<file path="src/rtl/pll_supervisor.sv">
// Control companion for an ECP5 EHXPLLL: PLL reset pulse, lock qualification with timeout,
// staggered output-clock enables, and a req/ack dynamic phase-step port. Clocked from clki.
module pll_supervisor #(
    parameter int N_CH         = 4,
    parameter int RST_CYCLES   = 16,
    parameter int LOCK_STABLE  = 256,
    parameter int LOCK_TIMEOUT = 65536,
    parameter int STAGGER      = 8,
    parameter int PS_SETUP     = 2,
    parameter int PS_PULSE     = 4,
    parameter int PS_HOLD      = 2,
    parameter int RETRY_W      = 4
) (
    input  logic               clki,
    input  logic               rstn,
    input  logic               lock,
    output logic               pll_rst,
    output logic [N_CH-1:0]    enclk,
    output logic               ready,
    input  logic               ps_req,
    input  logic [1:0]         ps_sel,
    input  logic               ps_dir,
    output logic               ps_ack,
    output logic [1:0]         phasesel,
    output logic               phasedir,
    output logic               phasestep,
    output logic [RETRY_W-1:0] retry_cnt,
    output logic               timeout_err
);

    localparam int MAX_A   = (RST_CYCLES > STAGGER) ? RST_CYCLES : STAGGER;
    localparam int MAX_B   = (PS_SETUP > PS_PULSE) ? PS_SETUP : PS_PULSE;
    localparam int MAX_C   = (MAX_B > PS_HOLD) ? MAX_B : PS_HOLD;
    localparam int GEN_MAX = (MAX_A > MAX_C) ? MAX_A : MAX_C;
    localparam int GEN_W   = $clog2(GEN_MAX) + 1;
    localparam int STB_W   = $clog2(LOCK_STABLE) + 1;
    localparam int TO_W    = $clog2(LOCK_TIMEOUT) + 1;

    // RESET_PLL: pll_rst pulse | WAIT_LOCK: qualify lock | ENABLE: stagger enclk | RUN | PS_*: phase step
    typedef enum logic [2:0] {
        RESET_PLL, WAIT_LOCK, ENABLE, RUN, PS_SETUP_S, PS_PULSE_S, PS_HOLD_S, PS_ACK_S
    } state_t;

    state_t               state, state_d;
    logic [1:0]           lock_sync;
    logic                 lock_s;
    logic [GEN_W-1:0]     cnt, cnt_d;
    logic [STB_W-1:0]     stable_cnt, stable_d;
    logic [TO_W-1:0]      timeout_cnt, timeout_d;
    logic                 pll_rst_d, ready_d, ps_ack_d, phasedir_d, phasestep_d, timeout_err_d;
    logic [N_CH-1:0]      enclk_d;
    logic [1:0]           phasesel_d;
    logic [RETRY_W-1:0]   retry_d, retry_inc;

    assign lock_s    = lock_sync[1];
    assign retry_inc = (&retry_cnt) ? retry_cnt : retry_cnt + RETRY_W'(1);

    always_ff @(posedge clki or negedge rstn) begin
        if (!rstn) begin
            state       <= RESET_PLL;
            lock_sync   <= '0;
            cnt         <= '0;
            stable_cnt  <= '0;
            timeout_cnt <= '0;
            pll_rst     <= 1'b1;
            enclk       <= '0;
            ready       <= 1'b0;
            ps_ack      <= 1'b0;
            phasesel    <= '0;
            phasedir    <= 1'b1;
            phasestep   <= 1'b1;
            retry_cnt   <= '0;
            timeout_err <= 1'b0;
        end else begin
            state       <= state_d;
            lock_sync   <= {lock_sync[0], lock};
            cnt         <= cnt_d;
            stable_cnt  <= stable_d;
            timeout_cnt <= timeout_d;
            pll_rst     <= pll_rst_d;
            enclk       <= enclk_d;
            ready       <= ready_d;
            ps_ack      <= ps_ack_d;
            phasesel    <= phasesel_d;
            phasedir    <= phasedir_d;
            phasestep   <= phasestep_d;
            retry_cnt   <= retry_d;
            timeout_err <= timeout_err_d;
        end
    end

    always_comb begin
        state_d       = state;
        cnt_d         = cnt;
        stable_d      = stable_cnt;
        timeout_d     = timeout_cnt;
        pll_rst_d     = pll_rst;
        enclk_d       = enclk;
        ready_d       = ready;
        ps_ack_d      = ps_ack;
        phasesel_d    = phasesel;
        phasedir_d    = phasedir;
        phasestep_d   = phasestep;
        retry_d       = retry_cnt;
        timeout_err_d = timeout_err;

        case (state)
            RESET_PLL: begin
                pll_rst_d = 1'b1;
                if (cnt == GEN_W'(RST_CYCLES - 1)) begin
                    state_d   = WAIT_LOCK;
                    pll_rst_d = 1'b0;
                    cnt_d     = '0;
                    stable_d  = '0;
                    timeout_d = '0;
                end else begin
                    cnt_d = cnt + GEN_W'(1);
                end
            end
            WAIT_LOCK: begin
                stable_d  = lock_s ? stable_cnt + STB_W'(1) : '0;
                timeout_d = timeout_cnt + TO_W'(1);
                if (lock_s && stable_cnt == STB_W'(LOCK_STABLE - 1)) begin
                    state_d   = ENABLE;
                    enclk_d   = N_CH'(1);
                    cnt_d     = '0;
                    stable_d  = '0;
                    timeout_d = '0;
                end else if (timeout_cnt == TO_W'(LOCK_TIMEOUT - 1)) begin
                    state_d       = RESET_PLL;
                    pll_rst_d     = 1'b1;
                    timeout_err_d = 1'b1;
                    retry_d       = retry_inc;
                    cnt_d         = '0;
                    stable_d      = '0;
                    timeout_d     = '0;
                end
            end
            default: begin
                // Lock loss outranks everything else once the outputs are live.
                if (!lock_s) begin
                    state_d     = RESET_PLL;
                    pll_rst_d   = 1'b1;
                    enclk_d     = '0;
                    ready_d     = 1'b0;
                    ps_ack_d    = 1'b0;
                    phasestep_d = 1'b1;
                    retry_d     = retry_inc;
                    cnt_d       = '0;
                end else begin
                    case (state)
                        ENABLE: begin
                            if (enclk[N_CH-1]) begin
                                state_d = RUN;
                                ready_d = 1'b1;
                                cnt_d   = '0;
                            end else if (cnt == GEN_W'(STAGGER - 1)) begin
                                enclk_d = (enclk << 1) | N_CH'(1);
                                cnt_d   = '0;
                            end else begin
                                cnt_d = cnt + GEN_W'(1);
                            end
                        end
                        RUN: begin
                            if (ps_req && !ps_ack) begin
                                state_d    = PS_SETUP_S;
                                phasesel_d = ps_sel;
                                phasedir_d = ps_dir;
                                cnt_d      = '0;
                            end
                        end
                        PS_SETUP_S: begin
                            if (cnt == GEN_W'(PS_SETUP - 1)) begin
                                state_d     = PS_PULSE_S;
                                phasestep_d = 1'b0;
                                cnt_d       = '0;
                            end else begin
                                cnt_d = cnt + GEN_W'(1);
                            end
                        end
                        PS_PULSE_S: begin
                            if (cnt == GEN_W'(PS_PULSE - 1)) begin
                                state_d     = PS_HOLD_S;
                                phasestep_d = 1'b1;
                                cnt_d       = '0;
                            end else begin
                                cnt_d = cnt + GEN_W'(1);
                            end
                        end
                        PS_HOLD_S: begin
                            if (cnt == GEN_W'(PS_HOLD - 1)) begin
                                state_d  = PS_ACK_S;
                                ps_ack_d = 1'b1;
                                cnt_d    = '0;
                            end else begin
                                cnt_d = cnt + GEN_W'(1);
                            end
                        end
                        PS_ACK_S: begin
                            if (!ps_req) begin
                                state_d  = RUN;
                                ps_ack_d = 1'b0;
                            end
                        end
                        default: ;
                    endcase
                end
            end
        endcase
    end

endmodule

</file>
<file path="config.mk">
export PLATFORM = sky130hd
export DESIGN_NAME = pll_supervisor
export DESIGN_NICKNAME = d
export VERILOG_FILES = /design/src/rtl/pll_supervisor.sv
export SDC_FILE = /design/constraint.sdc
export NUM_CORES = 1
export LEC_CHECK = 0
export ABC_AREA = 0
export CORE_UTILIZATION = 45
export CTS_BUF_LIST = sky130_fd_sc_hd__clkbuf_8
export DETAILED_ROUTE_END_ITERATION = 7
export GPL_TIMING_DRIVEN = 0
export PLACE_DENSITY_LB_ADDON = 0.12
export SYNTH_ARGS = -nofsm -noshare
export SYNTH_HDL_FRONTEND = slang
export SYNTH_SLANG_ARGS = --single-unit
</file>
<file path="constraint.sdc">
create_clock -name clki -period 2.5 [get_ports clki]
set_input_delay 0.5 -clock clki [delete_from_list [all_inputs] [get_ports clki]]
set_output_delay 0.5 -clock clki [all_outputs]
set_load 0.01 [all_outputs]
</file>
==> metrics.md, run 1 <==
| Metric | Value |
|---|---|
| Kind of start point of the critical path | flop |
| WL per Instance | 16.3 um |
| Mapped Cells | 310 |
| Min-Delay Path Class | input pin to async pin |
| CP Max Fanout | 4 |
| Worst hold margin | 102 ps |
| Max Cap Violations | 0 |
| Vias/cell | 5.96 |
| DPL Wire Length | 4900 um |
| Worst rel slew slack | 0.622 |
| Die extent in x | 82.6 um |
| Placed cells | 408 |
| Synth Area per Inst | 9.43 sq um |
| Sequential fraction of the synthesis area | 0.446 |
| Cell variety after synth | 60 |
| Die Y | 82.6 um |
| Cts hold-fix bufs | 0 |
| Clock Skew | 12.8 ps |
| #FFs+latches synth | 52 |
| Clock tree buffer depth | 2 |
| Max stage delay cell, worst path | dfrtp_1 |
| Crit-path cells | ha_2 -> and3_4 -> and3_4 -> and3_4 -> ha_4 -> o31a_1 -> a31oi_1 -> o211a_1 -> mux2_4 |
| Slew @ Worst Pin | 562 ps |
| Tot GR Track Use | 0.224 |
| Hold Fails Final Rpt | 0 |
| 1st-pass router iterations | 4 |
| M3 GR Usage | 0.0549 |
| GR Layer Usage met1 | 0.332 |
| Root Buffer | clkbuf_8 |
| Slew Viols, Final | 0 |
| Leakage power | 1.53 nW |
| PnR worst setup slack | 85.1 ps |
| DRC violations left | 0 |
| Most common cell on crit path | and3_4 |
| Post-synth EDFFs | 0 |
| Most frequent cells in the layout | dfrtp_1 (49), nand2_1 (28), clkdlybuf4s50_1 (21) |
| Yosys warning count | 0 |
| Core area | 6100 sq um |
| Min Clock Period, post-route | 2410 ps |
| Met2 Track Usage GR | 0.321 |
| Final Setup Violations | 0 |
| CTS Buf Count | 5 |
| Share of cells above drive strength 1 | 0.156 |
| Worst vdd ir | 298 uV |
| Placement Setup Slack | -474 ps |
| RSZ-0062 raised after global routing | false |
| Total Power | 1.45 mW |
| Fmax | 0.414 GHz |
| H-tree depth | 2 |
| Clk sink count | 52 |
| Vias in the first global route | 2298 |
| Detail Route Antenna Nets | 0 |
| Rows | 28 |
| CTS tree | done |
| Worst-Skew Late Latency | 310 ps |
| WP data arrival | 2620 ps |
| Detailed Route WL | 6880 um |
| Predominant post-synthesis flop cell | dfrtp_1 |
| Initial DRC Count | 200 |
| Largest net degree at the start of global routing | 37 |
| Syn_nets | 325 |
| Status | completed |
| Multi-input gate area | 1560 sq um |
| Worst EP required | 2710 ps |
| Final nets | 360 |
| Clk pin slew, worst setup/hold paths | 100 ps |
| Initial antenna violation count | 0 |
| Buffers added on ports | 22 |
| Mapped Area | 2920 sq um |
| I/O pin count | 23 |
| GPL Wtd Cong | 0.889 |
| First-pass GRT wire length | 11400 um |
| Die area | 6820 sq um |
| Vias | 2508 |
| Setup crit end kind | flop |
| Period utilization | 0.966 |
| Initial Utilization | 0.479 |
| Synth-to-layout area growth | 18.1% |
| FF/Latch Area | 1310 sq um |
| PwrDens | 419 nW/um^2 |
| Most common cell after layout, fill and taps aside | dfrtp_1 |
| GR peak layer | met1 |
| Remaining Overflow, GRT | 0 |
| Fin cells | 421 |
| Fill cell count | 579 |
| FFs w/ async S/R, synth | 1.00 |
| Inserted Diodes | 0 |
| Worst path max stage delay | 420 ps |
| Crit Path Class | flop to flop |
==> path summary, 6_finish.rpt <==
path	from	depth (start not counted)	slack, ps	end
setup / recovery	stable_cnt[0]	9	90	retry_cnt[1]
setup reg to reg	stable_cnt[0]	9	90	retry_cnt[1]
hold reg to reg	lock_sync[0]	0	360	lock_sync[1]
hold / removal	rstn	1	100	timeout_cnt[13]
max in group asynchronous	rstn	2	1810	phasedir
min in group clki	lock_sync[0]	0	360	lock_sync[1]
==> final cells by class <==
type	count	area share
clock buffers	5	0.0199
flip-flops and latches	52	0.378
clock inverters	3	0.00616
well taps	75	0.0272
multi-input cells	228	0.451
repair buffers	28	0.0790
inverters	15	0.0163
plain buffers	15	0.0225
==> metrics by stage <==
stage | cell area [sq um] | util | setup TNS [ps]
global route | 3450 | 0.566 | 0
floorplan | 2920 | - | 0
finish | 3450 | 0.566 | 0
CTS | 3400 | 0.558 | 0
global placement | 3240 | 0.531 | -39800
detailed placement | 3250 | 0.533 | -8200
==> what timing repair did <==
item | CTS | global route
endpoints found under the setup margin | 32 | 21
resized for setup | 11 | 8
pin swaps | 0 | 2
buffers inserted | 2 | 3
==> synthesized netlist by cell type, drive strengths merged, types with 3 or more instances <==
| cell | count | area [sq um] |
|---|---|---|
| nand3 | 9 | 45.0 |
| ha | 8 | 100 |
| o22ai | 4 | 25.0 |
| dfstp | 3 | 78.8 |
| o21ai | 19 | 95.1 |
| nor2 | 22 | 85.1 |
| a211oi | 3 | 27.5 |
| nand4 | 4 | 31.3 |
| or3 | 10 | 62.6 |
| buf | 10 | 55.1 |
| clkbuf | 5 | 18.8 |
| nand2b | 4 | 25.0 |
| mux2i | 7 | 70.1 |
| mux2 | 4 | 45.0 |
| nor3 | 5 | 25.0 |
| a31oi | 15 | 93.8 |
| inv | 15 | 56.3 |
| o31ai | 4 | 30.0 |
| a21oi | 19 | 98.9 |
| nand2 | 30 | 113 |
| nor4 | 4 | 40.0 |
| dfrtp | 49 | 1230 |
| xor2 | 6 | 52.6 |
| and3 | 10 | 62.6 |
==> kinds of logic after synthesis <==
kind of cell	count (synthesis)	share of synthesized area
buffers and inverters	30	0.0445
flip-flops	52	0.446
AND/OR/NAND/NOR	110	0.205
adder cells (fa/ha/maj)	8	0.0342
AO/OA/AOI/OAI	91	0.207
XOR/XNOR	8	0.0240
multiplexers	11	0.0394
==> flip-flops by register name (all words and copies together), names as in the netlist, 2 cells and up <==
| name | flops |
|---|---|
| timeout_cnt | 17 |
| stable_cnt | 9 |
| cnt | 5 |
| enclk | 4 |
| retry_cnt | 4 |
| state | 3 |
| lock_sync | 2 |
| phasesel | 2 |
==> report_power, final <==
group	switching [mW]	internal [mW]
clock	0.287	0.199
combinational	0.0456	0.0358
sequential	0.0190	0.861
==> worst max-delay path: cells and delay by family (launching register included) <==
kind	cells	cell delay, ps
compound gates	3	680
simple gates	3	540
flops	1	420
fa+ha+maj	2	350
mux	1	320
==> metal layers <==
| metal | wire (um) | vias to the layer above |
|---|---|---|
| li1 | - | 1214 |
| met1 | 3340 | 1211 |
| met2 | 3080 | 76 |
| met3 | 409 | 7 |
| met4 | 54 | 0 |
| met5 | 0 | - |
No activity file was read; power rests on OpenSTA's default activity.
==> run 2: changes to the inputs <==
Clock period 2.5 ns to 2.6 ns, I/O delays scaled along.
==> run 2 against run 1 <==
Against the previous run: cell count decreased by 0.71%; design area decreased by 1.2%; first-iteration DRC count increased by 27%; register-to-register slack about the same; critical path type unchanged; largest cell class unchanged; highest routed layer unchanged.
==> metrics.md, run 2 (synthesized netlist as in run 1, its figures left out) <==
| Metric | Value |
|---|---|
| Slew Viols, Final | 0 (unchanged) |
| Core Util, Final | 0.559 (was 0.566) |
| 1st-pass router iterations | 4 (unchanged) |
| Slew @ Worst Pin | 681 ps (was 562 ps) |
| Leakage power | 1.51 nW (was 1.53 nW) |
| Internal Pwr Total | 1.05 mW (was 1.10 mW) |
| Vias/cell | 5.94 (was 5.96) |
| Worst rel slew slack | 0.546 (was 0.622) |
| Period utilization | 0.962 (was 0.966) |
| Initial antenna violation count | 0 (unchanged) |
| H-tree depth | 2 (unchanged) |
| Placed cells | 408 (unchanged) |
| WL per Instance | 16.0 um (was 16.3 um) |
| Largest Register | timeout_cnt (unchanged) |
| Total Power | 1.38 mW (was 1.45 mW) |
| Critical path buffers and inverters | 0 (unchanged) |
| Worst EP required | 2800 ps (was 2710 ps) |
| Inserted Diodes | 0 (unchanged) |
| Final nets | 357 (was 360) |
| Max reg flops | 17 (unchanged) |
| Most common cell on crit path | and3_4 (unchanged) |
| Tot GR Track Use | 0.222 (was 0.224) |
| Final Setup Violations | 0 (unchanged) |
| Worst vdd ir | 284 uV (was 298 uV) |
| Min-Delay Path Class | input pin to async pin (unchanged) |
| Min Clock Period, post-route | 2500 ps (was 2410 ps) |
| DPL Wire Length | 4900 um (unchanged) |
| CTS Buf Count | 5 (unchanged) |
| Clk sink count | 52 (unchanged) |
| Status | completed (unchanged) |
| Die Y | 82.6 um (unchanged) |
| Crit-path cells | ha_2 -> and3_4 -> and3_4 -> and3_4 -> ha_4 -> o31a_1 -> a31oi_1 -> o211a_1 -> mux2_2 (was ha_2 -> and3_4 -> and3_4 -> and3_4 -> ha_4 -> o31a_1 -> a31oi_1 -> o211a_1 -> mux2_4) |
| Rows | 28 (unchanged) |
| CTS tree | done (unchanged) |
| Combinational power share | 0.055 (was 0.056) |
| Buffers added on ports | 22 (unchanged) |
| WP data arrival | 2700 ps (was 2620 ps) |
| Sw Pwr | 329 uW (was 351 uW) |
| Clk pin slew, worst setup/hold paths | 100 ps (about the same) |
| Switching share of power | 0.238 (was 0.243) |
| Core area | 6100 sq um (unchanged) |
| Top flop regs | timeout_cnt (17), stable_cnt (9), cnt (5) (unchanged) |
| Cts hold-fix bufs | 0 (unchanged) |
| Clock tree buffer depth | 2 (unchanged) |
| Clock Skew | 10.8 ps (was 12.8 ps) |
| Remaining Overflow, GRT | 0 (unchanged) |
| Family with the most delay on the worst path | compound AO/OA/AOI/OAI gates (unchanged) |
| First-pass GRT wire length | 11300 um (was 11400 um) |
| Share of cells above drive strength 1 | 0.140 (was 0.156) |
| Clock power share | 0.334 (was 0.336) |
| Vias in the first global route | 2272 (was 2298) |
| Die extent in x | 82.6 um (unchanged) |
| Initial Utilization | 0.479 (unchanged) |
| Seq pwr share | 0.611 (was 0.608) |
| RSZ-0062 raised after global routing | false (unchanged) |
| Vias | 2481 (was 2508) |
| Setup crit end kind | flop (unchanged) |
| I/O pin count | 23 (unchanged) |
| Hold Fails Final Rpt | 0 (unchanged) |
| Die area | 6820 sq um (unchanged) |
| Synth-to-layout area growth | 16.7% (was 18.1%) |
| Most common cell after layout, fill and taps aside | dfrtp_1 (unchanged) |
| Worst path max stage delay | 420 ps (about the same) |
| Fmax | 0.400 GHz (was 0.414 GHz) |
| Root Buffer | clkbuf_8 (unchanged) |
| Kind of start point of the critical path | flop (unchanged) |
| Max stage delay cell, worst path | dfrtp_1 (unchanged) |
| GPL Wtd Cong | 0.889 (unchanged) |
| Largest net degree at the start of global routing | 37 (unchanged) |
| Detail Route Antenna Nets | 0 (unchanged) |
| Detailed Route WL | 6700 um (was 6880 um) |
| Crit Path Class | flop to flop (unchanged) |
| Fin cells | 418 (was 421) |
| CP Max Fanout | 5 (was 4) |
| PwrDens | 405 nW/um^2 (was 419 nW/um^2) |
| DRC violations left | 0 (unchanged) |
| Initial DRC Count | 253 (was 200) |
| Most frequent cells in the layout | dfrtp_1 (49), nand2_1 (28), clkdlybuf4s50_1 (21) (unchanged) |
| Max Cap Violations | 0 (unchanged) |
| Worst-Skew Late Latency | 300 ps (was 310 ps) |
## run 2: cell count changes in the layout (fill, tap and decap cells not counted), sizes merged
cell / change
buf: -2
clkbuf: -1
## run 2: power groups by stage
stage | registers, mW | logic [mW] | clock network (mW)
final | 0.845 | 0.0759 | 0.461
after global routing | 0.848 | 0.0869 | 0.524
after CTS | 0.843 | 0.0767 | 0.484
after detailed placement | 0.858 | 0.0761 | 0
after global placement | 0.857 | 0.0728 | 0
after floorplan | 0.857 | 0.0332 | 0
## run 2: final cells by class
cell class / count / area (sq um)
Multi-Input combinational cell: 228 / 1540
Clock buffer: 5 / 68.8
Fill cell: 588 / 2690
Buffer: 15 / 73.8
Tap cell: 75 / 93.8
Sequential cell: 52 / 1310
Timing Repair Buffer: 25 / 250
Clock inverter: 3 / 21.3
Inverter: 15 / 56.3
## run 2: per-layer routing
| metal | wire (um) | part of all wire | global-route usage | vias to the layer above |
|---|---|---|---|---|
| met5 | 0 | 0 | 0 | - |
| met1 | 3360 | 0.50 | 0.331 | 1206 |
| met2 | 2970 | 0.44 | 0.317 | 59 |
| met4 | 41 | 0.0061 | 0.0603 | 0 |
| met3 | 324 | 0.048 | 0.0549 | 4 |
| li1 | - | - | - | 1212 |
## run 2: final timing paths
check / from / end / slack (ps) / cells after the start
setup / recovery: stable_cnt[0] / retry_cnt[1] / 100 / 9
hold / removal: rstn / timeout_cnt[13] / 130 / 1
setup reg to reg: stable_cnt[0] / retry_cnt[1] / 100 / 9
hold reg to reg: lock_sync[0] / lock_sync[1] / 360 / 0
max in group asynchronous: rstn / phasedir / 1880 / 2
min in group clki: lock_sync[0] / lock_sync[1] / 360 / 0
## run 2: timing repair
action | 4_1_cts | 5_1_grt
gates resized for setup | 8 | 4
endpoints found under the setup margin | 31 | 19
buffers inserted | 2 | 0
pin swaps | 0 | 1
## run 2: metrics by stage
step / hold slack (ps) / area (sq um) / setup TNS [ps] / setup slack, ps
floorplan: 224 / 2920 / 0 / 150
global placement: 332 / 3240 / -32550 / -561
detailed placement: 336 / 3250 / -5050 / -374
CTS: 134 / 3390 / 0 / 27.9
global route: 144 / 3410 / 0 / 3.14
finish: 129 / 3410 / 0 / 99.0
==> patch 1: new RTL, config.mk and constraints of run 1 <==
Encoding of `state_t`: now one-hot (8 bits for 8 states).
--- a/src/rtl/pll_supervisor.sv
+++ b/src/rtl/pll_supervisor.sv
@@ -38,6 +38,6 @@
 
     // RESET_PLL: pll_rst pulse | WAIT_LOCK: qualify lock | ENABLE: stagger enclk | RUN | PS_*: phase step
-    typedef enum logic [2:0] {
-        RESET_PLL, WAIT_LOCK, ENABLE, RUN, PS_SETUP_S, PS_PULSE_S, PS_HOLD_S, PS_ACK_S
+    typedef enum logic [7:0] {
+        RESET_PLL = 8'b00000001, WAIT_LOCK = 8'b00000010, ENABLE = 8'b00000100, RUN = 8'b00001000, PS_SETUP_S = 8'b00010000, PS_PULSE_S = 8'b00100000, PS_HOLD_S = 8'b01000000, PS_ACK_S = 8'b10000000
     } state_t;
 
Function: no difference found for any inputs over 10 cycles, from zero or initial values and one cycle with rstn low; not proved beyond that.
==> patch 1 against run 1 <==
- the flow now finishes with violations (setup timing)
- setup slack worse by 0.14 ns
- sequential cell count up 5
- area after synthesis up 7.3%
- sequential share of layout area down 2.1 points
- design area up 16%
- wire length up 7.5%
- total power up 34%
- fmax down 5.4%
- largest cell class unchanged
- largest power group is now clock
- highest routed layer unchanged
==> patch 1: results (changes against run 1) <==
GRT
  – Largest net degree at the start of global routing: 40 (was 37)
  – M1 GR Usage: 0.284 (was 0.332)
  – Met2 Resource Use GR: 0.348 (was 0.321)
  – Vias in the first global route: 2600 (was 2298)
  – Global-route wire length before repair: 12300 um (was 11400 um)
  – All-Layer GR Usage: 0.218 (was 0.224)
  – GR Util met3: 0.0623 (was 0.0549)
  – GRT Max-Usage Layer: met2 (was met1)

STA
  – Post-route worst setup slack: -0.0538 ns (was 0.0851 ns)
  – Worst-Margin Slew: 0.624 ns (was 0.562 ns)
  – Final setup fails: 3 (was 0)
  – Clk_skew: 0.00936 ns (was 0.0128 ns)
  – Final hold slack: 0.114 ns (was 0.102 ns)

Finish
  – Layout cell share with drive strength beyond 1: 0.218 (was 0.156)
  – Largest regs: timeout_cnt (17), stable_cnt (9), state (8) (was timeout_cnt (17), stable_cnt (9), cnt (5))
  – Final #Nets: 409 (was 360)
  – Fillers: 584 (was 579)
  – Post-route cell area: 4010 um^2 (was 3450 um^2)
  – Final Non-Filler Cells: 479 (was 421)

Synthesis
  – Top cells by count, synth: 53 x dfrtp_1, 46 x nand2_1, 33 x nor2_1, 33 x o21ai_0, 20 x nand3_1 (was 49 x dfrtp_1, 30 x nand2_1, 21 x nor2_1, 18 x a21oi_1, 17 x o21ai_0)
  – Sequential share of the synthesized area: 0.457 (was 0.446)
  – Post-Syn Instances: 344 (was 310)
  – Synth async-reset ratio: 1.00 (unchanged)
  – Top area cells in the synthesized netlist: dfrtp_1 42%, nand2_1 5.5%, o21ai_0 5.3%, nor2_1 4.0%, dfstp_2 3.4% (was dfrtp_1 42%, nand2_1 3.9%, ha_1 3.4%, a31oi_1 3.2%, a21oi_1 3.1%)
  – Netlist cell types: 53 (was 60)
  – Mapped Nets: 359 (was 325)

Worst setup path
  – Critical Path Start: state[1] (was stable_cnt[0])
  – CP delay by family, top: simple AND/OR/NAND/NOR gates (was compound AO/OA/AOI/OAI gates)
  – R2R cell count: 8 (was 9)
  – Worst EP arrival: 2.79 ns (was 2.62 ns)
  – Delay of the slowest critical-path stage: 0.45 ns (was 0.42 ns)
  – Critical path's slowest cell: nor4_4 (was dfrtp_1)

Place
  – DP Area: 3510 um^2 (was 3250 um^2)
  – Worst slack, placed: -0.601 ns (was -0.474 ns)
  – Cell count after placement: 447 (was 408)
  – DPL Wire Length: 4830 um (was 4900 um)

Pwr
  – Net Sw Frac: 0.214 (was 0.243)
  – Max IR drop VDD: 0.266 mV (was 0.298 mV)
  – Leak: 1.75 nW (was 1.53 nW)
  – Comb pwr share: 0.034 (was 0.056)

Clock network
  – Clock-pin slew on the worst setup and hold paths: 0.07 ns (was 0.10 ns)
  – Clk Latency, worst-skew pair: 0.34 ns (was 0.31 ns)
  – Htree depth: 3 (was 2)

Outcome
  – Failing checks: setup timing
  – Status: complete, but fails checks (was complete, no violations)

Drt
  – DR WL/cell: 15.4 um (was 16.3 um)
  – Wl on met1: 3590 um (was 3340 um)
  – Initial DRC count: 111 (was 200)
  – DR WL met2: 3510 um (was 3080 um)
  – DR WL met3: 229 um (was 409 um)
## patch 1: logic make-up (layout without fill, tap and decap cells)
kind of cell	count (synthesis)	in the layout	synth area share
xor gates and xnor gates	13	13	0.0363
DFF	57	57	0.457
muxes	7	7	0.0263
AOI/OAI and AO/OA	80	80	0.164
adders and majority gates	8	8	0.0319
buffers and inverters	29	84	0.0379
and+or+nand+nor	150	150	0.247
## patch 1: area by class of cell
| type | instances | share of cell area |
|---|---|---|
| clock buffer | 13 | 0.0446 |
| clock inverter | 3 | 0.00967 |
| sequential | 57 | 0.357 |
| buffer | 13 | 0.0184 |
| timing repair buffer | 43 | 0.0960 |
| multi-input combinational | 258 | 0.438 |
| inverter | 12 | 0.0112 |
| tap | 80 | 0.0249 |
## patch 1: timing repair
action,4_1_cts,5_1_grt
pin swaps,9,6
hold buffers,0,0
setup buffers,16,3
resized for setup,18,24
gates cloned,0,1
setup endpoints to repair,43,33
==> patch 2: new RTL, flow settings as in run 1 <==
Without the edit above. Change the parameter `RETRY_W` from 4 to 6.
--- a/src/rtl/pll_supervisor.sv
+++ b/src/rtl/pll_supervisor.sv
@@ -10,5 +10,5 @@
     parameter int PS_PULSE     = 4,
     parameter int PS_HOLD      = 2,
-    parameter int RETRY_W      = 4
+    parameter int RETRY_W      = 6
 ) (
     input  logic               clki,
Ports: changed (resized retry_cnt); port bits go from 23 to 25. The function was not compared with the original's and may differ.
==> patch 2 against run 1 <==
- setup slack worse by 0.0024 ns
- sequential cell count is 2 higher
- first-iteration DRC count is 16% lower
- total power is 8.2% higher
- wire length is 1.8% lower
- area after synthesis is 2.1% higher
- clock skew is 0.0047 ns lower
- worst hold slack better by 0.031 ns
- design area is 4.8% higher
- largest cell class unchanged
==> patch 2: results (changes against run 1) <==
Synthesis
  – Mapped Nets: 331 (was 325)
  – Top area cells in the synthesized netlist: dfrtp_1 43%, nand2_1 4.4%, o21ai_0 3.7%, ha_1 3.4%, nor2_1 3.3% (was dfrtp_1 42%, nand2_1 3.9%, ha_1 3.4%, a31oi_1 3.2%, a21oi_1 3.1%)
  – Top cells by count, synth: 51 x dfrtp_1, 35 x nand2_1, 26 x nor2_1, 22 x o21ai_0, 16 x nand3_1 (was 49 x dfrtp_1, 30 x nand2_1, 21 x nor2_1, 18 x a21oi_1, 17 x o21ai_0)
  – Synth async-reset ratio: 1.00 (unchanged)
  – Main flop type after synthesis: dfrtp_1 (unchanged)
  – Sequential share of the synthesized area: 0.454 (was 0.446)
  – Netlist cell types: 64 (was 60)
  – Yosys warns: 0 (unchanged)

GRT
  – Vias in the first global route: 2401 (was 2298)
  – Global-route wire length before repair: 11700 um (was 11400 um)
  – All-Layer GR Usage: 0.205 (was 0.224)
  – Largest net degree at the start of global routing: 37 (unchanged)
  – Initial antenna violation count: 0 (unchanged)

Place
  – DP Area: 3340 um^2 (was 3250 um^2)
  – DPL Wire Length: 4660 um (was 4900 um)
  – GPL Wtd Cong: 0.908 (was 0.889)
  – Port-buffer cells: 24 (was 22)
  – Worst slack, placed: -0.393 ns (was -0.474 ns)

Drt
  – DR pass1 iterations: 4 (unchanged)
  – Via count: 2540 (was 2508)
  – DR WL/cell: 15.6 um (was 16.3 um)
  – DRC: 0 (unchanged)
  – Initial DRC count: 169 (was 200)

Clock network
  – Htree depth: 2 (unchanged)
  – Clk root buf: clkbuf_8 (unchanged)
  – CTS max path bufs: 2 (unchanged)
  – Clock-pin slew on the worst setup and hold paths: 0.10 ns (about the same)
  – Num CTS Buffers: 5 (unchanged)
  – Clk Latency, worst-skew pair: 0.31 ns (about the same)

Pwr
  – Leak: 1.60 nW (was 1.53 nW)
  – Max IR drop VDD: 0.266 mV (was 0.298 mV)

STA
  – Clk_skew: 0.00802 ns (was 0.0128 ns)
  – Worst-Margin Slew: 0.733 ns (was 0.562 ns)

Worst setup path
  – Critical path's slowest cell: or3_4 (was dfrtp_1)
  – Delay of the slowest critical-path stage: 0.44 ns (was 0.42 ns)
  – CP delay by family, top: simple AND/OR/NAND/NOR gates (was compound AO/OA/AOI/OAI gates)
  – Crit path max fanout: 9 (was 4)
  – Worst EP arrival: 2.61 ns (was 2.62 ns)

Outcome
  – Status: complete, no violations (unchanged)

Finish
  – Inserted Diodes: 0 (unchanged)
  – Layout cell share with drive strength beyond 1: 0.160 (was 0.156)
  – Fillers: 565 (was 579)
  – Largest regs: timeout_cnt (17), stable_cnt (9), retry_cnt (6) (was timeout_cnt (17), stable_cnt (9), cnt (5))
  – Final #Nets: 371 (was 360)
  – Seq. cell area: 1360 um^2 (was 1310 um^2)

Min path
  – Class of the worst hold path: in2async (unchanged)
[patch 2: cell count changes in the layout (fill, tap and decap cells not counted), sizes merged, moves of 4 or more]
cell,change
or3,-8
nand2,+5
inv,-4
nor4b,+4
nand3,+7
nor2b,+4
a31oi,-4
o21ai,+4
mux2i,-5
nor2,+5
a21oi,-7
[patch 2: power breakdown]
group / total [mW] / switching, mW / internal [mW]
clock: 0.612 / 0.307 / 0.304
sequential: 0.886 / 0.00470 / 0.882
combinational: 0.0684 / 0.0374 / 0.0310
total: 1.57 / 0.349 / 1.22
[patch 2: logic make-up (layout without fill, tap and decap cells)]
logic type      count (synthesis)  after routing  synth area share
compound gates                 83             83             0.187
xor+xnor                        9              9            0.0264
fa+ha+maj                       8              8            0.0335
buf+inv                        23             64            0.0306
flops                          54             54             0.454
mux                             8              8            0.0293
simple gates                  131            131             0.239
[patch 2: final cells by class]
| type | instances | share of cell area |
|---|---|---|
| well taps | 77 | 0.0266 |
| clock inverters | 3 | 0.0131 |
| plain buffers | 11 | 0.0135 |
| clock buffers | 5 | 0.0190 |
| repair buffers | 34 | 0.0893 |
| flip-flops and latches | 54 | 0.375 |
| multi-input cells | 239 | 0.452 |
| inverters | 11 | 0.0114 |
[patch 2: worst paths after layout]
path	start	to	slack, ns	cells after the start
worst max-delay path	stable_cnt[1]	state[0]	0.08	10
worst min-delay path	rstn	stable_cnt[0]	0.13	1
worst max register to register	stable_cnt[1]	state[0]	0.08	10
worst min register to register	lock_sync[0]	lock_sync[1]	0.36	0
max in group asynchronous	rstn	enclk[3]	1.82	2
min in group clki	lock_sync[0]	lock_sync[1]	0.36	0
[patch 2: per-layer routing]
layer / up-vias / global-route usage / share of wire
li1: 1248 / - / -
met1: 1233 / 0.287 / 0.49
met2: 51 / 0.335 / 0.46
met3: 8 / 0.0366 / 0.039
met4: 0 / 0.0462 / 0.0096
met5: - / 0 / 0
[patch 2: what timing repair did]
action,in CTS,in global routing
resized for setup,12,11
hold endpoints to repair,0,0
setup endpoints to repair,30,28
pin swaps,1,4
buffers inserted,6,3
[patch 2: through the flow]
step           instances  TNS [ns]  hold WS (ns)
5_1_grt              434   -0.0424         0.161
3_5_place_dp         418     -6.37         0.336
4_1_cts              432         0         0.142
6_report             434         0         0.133
3_3_place_gp         417    -46.89         0.336
2_1_floorplan        316         0         0.204
